## src/rtl/lsu_pkg.sv

```systemverilog
// Shared definitions for the load/store unit: state encoding, default widths
// and the width of the request timeout count.
package lsu_pkg;

    typedef enum logic [1:0] {
        IDLE = 2'd0,
        REQ  = 2'd1,
        DONE = 2'd2
    } lsu_state_e;

    localparam int DATA_W_DEF = 16;
    localparam int ADDR_W_DEF = 16;
    localparam int CNT_W      = 8;

endpackage

```

## src/rtl/lsu_timeout_counter.sv

```systemverilog
// Counts REQ cycles spent without an acknowledge; flags the terminal count
// TIMEOUT-1 so the caller can abandon the request.
module lsu_timeout_counter
    import lsu_pkg::*;
#(
    parameter int TIMEOUT = 15
) (
    input  logic clk,
    input  logic rst_n,
    input  logic clear,
    input  logic enable,
    output logic terminal
);

    logic [CNT_W-1:0] count_r;

    // Count register; clear wins over enable.
    always_ff @(posedge clk) begin
        if (!rst_n) begin
            count_r <= {CNT_W{1'b0}};
        end else if (clear) begin
            count_r <= {CNT_W{1'b0}};
        end else if (enable) begin
            count_r <= count_r + {{(CNT_W-1){1'b0}}, 1'b1};
        end else begin
            count_r <= count_r;
        end
    end

    assign terminal = (count_r == CNT_W'(TIMEOUT - 1));

endmodule

```

## src/rtl/load_store_unit.sv

```systemverilog
// Memory-stage load/store engine: turns read/write enables into a req/ack
// transaction with data memory and stalls the pipeline until it completes.
module load_store_unit
    import lsu_pkg::*;
#(
    parameter int DATA_W  = DATA_W_DEF,
    parameter int ADDR_W  = ADDR_W_DEF,
    parameter int TIMEOUT = 15
) (
    input  logic              clk,
    input  logic              rst_n,
    input  logic              mem_read_en,
    input  logic              mem_write_en,
    input  logic [ADDR_W-1:0] addr,
    input  logic [DATA_W-1:0] store_data,
    output logic [DATA_W-1:0] load_data,
    output logic              load_valid,
    output logic              stall,
    output logic              access_fault,
    output logic              dmem_req,
    output logic              dmem_we,
    output logic [ADDR_W-1:0] dmem_addr,
    output logic [DATA_W-1:0] dmem_wdata,
    input  logic [DATA_W-1:0] dmem_rdata,
    input  logic              dmem_ack
);

    lsu_state_e state_r;
    lsu_state_e state_s;
    logic       one_en_s;
    logic       both_en_s;
    logic       timeout_s;
    logic       cnt_clear_s;
    logic       cnt_enable_s;

    assign one_en_s  = mem_read_en ^ mem_write_en;
    assign both_en_s = mem_read_en & mem_write_en;

    assign cnt_clear_s  = (state_r != REQ) || dmem_ack || timeout_s;
    assign cnt_enable_s = (state_r == REQ) && !dmem_ack;

    lsu_timeout_counter #(
        .TIMEOUT (TIMEOUT)
    ) u_timeout (
        .clk      (clk),
        .rst_n    (rst_n),
        .clear    (cnt_clear_s),
        .enable   (cnt_enable_s),
        .terminal (timeout_s)
    );

    // Next-state and stall; stall rises in the issuing cycle so the
    // upstream registers freeze before the request even starts.
    always_comb begin
        state_s = state_r;
        stall   = 1'b0;
        case (state_r)
            IDLE: begin
                if (one_en_s) begin
                    stall   = 1'b1;
                    state_s = REQ;
                end else begin
                    state_s = IDLE;
                end
            end
            REQ: begin
                stall = 1'b1;
                if (dmem_ack || timeout_s) begin
                    state_s = DONE;
                end else begin
                    state_s = REQ;
                end
            end
            DONE:    state_s = IDLE;
            default: state_s = IDLE;
        endcase
    end

    assign dmem_req = (state_r == REQ);

    // State, request latches and the registered result/pulse outputs.
    always_ff @(posedge clk) begin
        if (!rst_n) begin
            state_r      <= IDLE;
            load_data    <= {DATA_W{1'b0}};
            load_valid   <= 1'b0;
            access_fault <= 1'b0;
            dmem_we      <= 1'b0;
            dmem_addr    <= {ADDR_W{1'b0}};
            dmem_wdata   <= {DATA_W{1'b0}};
        end else begin
            state_r      <= state_s;
            load_valid   <= 1'b0;
            access_fault <= 1'b0;
            case (state_r)
                IDLE: begin
                    if (one_en_s) begin
                        dmem_we    <= mem_write_en;
                        dmem_addr  <= addr;
                        dmem_wdata <= store_data;
                    end else if (both_en_s) begin
                        access_fault <= 1'b1;
                    end
                end
                REQ: begin
                    if (dmem_ack) begin
                        if (!dmem_we) begin
                            load_data  <= dmem_rdata;
                            load_valid <= 1'b1;
                        end
                    end else if (timeout_s) begin
                        // A timed-out load must not leave stale data behind.
                        load_data    <= {DATA_W{1'b0}};
                        access_fault <= 1'b1;
                    end
                end
                default: ;
            endcase
        end
    end

endmodule

```

## config.mk

```make
export PLATFORM = sky130hd
export DESIGN_NAME = load_store_unit
export DESIGN_NICKNAME = d
export VERILOG_FILES = /design/src/rtl/lsu_pkg.sv /design/src/rtl/lsu_timeout_counter.sv /design/src/rtl/load_store_unit.sv
export SDC_FILE = /design/constraint.sdc
export NUM_CORES = 1
export LEC_CHECK = 0
export CAP_MARGIN = 5
export CORE_UTILIZATION = 25
export CTS_BUF_LIST = sky130_fd_sc_hd__clkbuf_4 sky130_fd_sc_hd__clkbuf_8
export CTS_CLUSTER_DIAMETER = 60
export CTS_CLUSTER_SIZE = 10
export DETAILED_ROUTE_END_ITERATION = 7
export PLACE_DENSITY = 0.5
export SLEW_MARGIN = 20
export SYNTH_ARGS = -nofsm -noshare
export SYNTH_HDL_FRONTEND = slang
export SYNTH_SLANG_ARGS = --single-unit
```

## constraint.sdc

```tcl
create_clock -name clk -period 2.97 [get_ports clk]
set_input_delay 0.891 -clock clk [delete_from_list [all_inputs] [get_ports clk]]
set_output_delay 0.891 -clock clk [all_outputs]
set_load 0.01 [all_outputs]
```

==> flow_metrics.tcl <==
set metrics [dict create \
    outcome "complete, no violations" \
    syn_area_per_cell_um2 9.769 \
    fp.coreArea_um2 9910 \
    htreeDepth 3 \
    slew_violations 0 \
    grt_overflow_total 0 \
    finalWirelength_mm 6.996 \
    antenna_found_initial 0 \
    worst_ir_drop_vdd_mv 0.1763 \
    ys_seq_area_share_pct 47.17 \
    worst_pin_slew_ps 683.7 \
    hold_viol 0 \
    syn2layout_area_growth_pct 54.57 \
    diodes 0 \
    r2r-end "load_data[9]$_SDFFE_PN0P_" \
    crit_fanout 2 \
    synthTopCellsByArea "dfxtp_1 47%, mux2i_1 13%, nor2b_1 8.2%, a32oi_1 5.4%, and2_1 4.3%" \
    synth_ff_type "dfxtp_1" \
    cp_data_arrival_time_ps 1970 \
    crit_path_end_kind "primary output" \
    drc 0 \
    crit_type "input port to primary output" \
    synth_cell_type_count 31 \
    ioPinCount 106 \
    synth.most_common_cell "dfxtp_1" \
    cts_sinks 61 \
    vias_per_cell 4.440 \
    dpl_cell_area_um2 3807 \
    cts_buffer_depth 2 \
    synth_top_area_share_pct 47.17 \
    ys_ff_latch 61 \
    place_ws_ps -311.1 \
    clock_insertion_delay_worst_skew_ps 330 \
    finClkSkew_ps 12.04 \
    final_nets 428 \
    min_path_type "flop to flop" \
    die_height_um 103.8 \
    holdBufCountCts 0 \
    post_cts_resized 4 \
    fin_util_pct 40.38 \
    yosysWarnings 0 \
    cts_buffers 9 \
    leakagePower_nw 1.470 \
    reg2reg_setup_slack_ps 1370 \
    startpoint_type "input port" \
    yosys-top-cells-count "61 x dfxtp_1, 34 x nor2b_1, 33 x mux2i_1" \
    rsz0062_at_grt "no" \
    power_mw 2.115 \
    row_count 36 \
    yosysTopAreaCell "dfxtp_1" \
    slew_headroom_pct 54.42 \
    grt_util_all_layers_pct 13.34 \
    setup_viol 0 \
    async_flop_share_pct 0 \
    cap_violations 0 \
    clkTransAtPathRegs_ps 70 \
    routedWlPerCell_um 13.74 \
    clockRootBuffer "clkbuf_8" \
    syn-num-nets 321 \
    synth_edf_count 0 \
    holdPathEnd "u_timeout.count_r[0]$_SDFFE_PP0N_" \
    grt_max_degree 51 \
    routabilityCongestion 0.7033 \
    final-instance-count-excl-fill 509 \
    min_from "u_timeout.count_r[0]$_SDFFE_PP0N_" \
    post-place-cells 494 \
    first_pass_iters 4 \
    syn-cell-area_um2 2589 \
    design_area_um2 4001 \
    dieArea_um2 10770 \
    period_share_pct 96.48 \
    vias 2260 \
    cts_tree "yes" \
    synth_cells 265 \
    r2r_start "u_timeout.count_r[1]$_SDFFE_PP0N_" \
    hpwl_mm 4.643 \
    cp.required_ps 2080 \
    detail-route-antenna-nets 0 \
    io_buffer_count 105 \
    r2r_cells 5 \
    grt_pass1_vias 2266 \
    drive_gt1_share_pct 7.447 \
    die_w_um 103.8 \
    fmax_ghz 0.3490 \
    start_util_pct 26.12 \
    grt_pass1_wl_mm 11.54 \
    drtIter0Drc 90 \
    fin_crit_ps 2865 \
    fin_ws_ps 104.7 \
    holdPathStages 1 \
    p_per_area_nw_per_um2 528.7 \
    cts_setup_buffers 0 \
]
## state kept, by name, indices dropped and copies added (netlist names)
name / count
access_fault: 1
dmem_addr: 16
dmem_wdata: 16
load_valid: 1
dmem_we: 1
u_timeout.count_r: 8
load_data: 16
state_r: 2
## worst max-delay path by stage
stage	start	end	slack, ps	depth (start not counted)
after detailed placement	mem_write_en	stall	-310	5
after global routing	mem_read_en	stall	40	5
after floorplan	mem_read_en	stall	720	3
after global placement	mem_write_en	stall	-350	5
final	mem_write_en	stall	100	5
after CTS	mem_write_en	stall	80	5
## report_power, final
group / internal [mW] / switching, mW
clock: 0.426 / 0.320
sequential: 0.882 / 0.0355
combinational: 0.265 / 0.187
## cells in the final DEF (no fill, tap or decap), types with 8 or more instances in the layout
cell type	count
clkbuf_8	11
mux2i_1	33
dfxtp_1	61
nor2b_1	34
o21ai_1	16
nand2_1	18
and2_1	18
buf_4	8
clkdlybuf4s50_1	104
a32oi_1	16
## kinds of logic (layout without fill, tap and decap cells)
family                     after synthesis  in the layout  synth area share (%)
DFF                                     61             61                 47.17
AOI/OAI and AO/OA                       48             48                 12.28
and+or+nand+nor                         96             96                 22.04
xor gates and xnor gates                 1              1                0.3384
adders and majority gates                3              3                 1.450
muxes                                   33             33                 12.76
buffers and inverters                   23            134                 3.963
## worst max-delay path, cell delays in order
cell	delay [ps]
clkdlybuf4s50_1	490
ha_1	250
nor2_1	120
nor2_1	70
buf_2	150
## area by class of cell
type / instances / area (um2)
inverters: 5 / 18.77
fillers: 1046 / 5908
well taps: 133 / 166.4
repair buffers: 114 / 1126
multi-input cells: 181 / 1270
clock buffers: 11 / 151.4
flip-flops and latches: 61 / 1221
clock inverters: 4 / 47.55
## per-layer routing
layer	part of all wire (%)	global-route usage, %
met1	48	17.71
met2	46	20.37
met3	5.7	3.210
met4	1.0	6.122
met5	0	0
## through the flow
stage                     setup TNS (ps)  hold slack [ps]
after floorplan                        0            440.9
after global placement            -347.8            462.3
after detailed placement          -311.1            468.5
after CTS                              0            482.0
after global routing                   0            534.5
final                                  0            484.5
(Power assumes the default switching activity.)
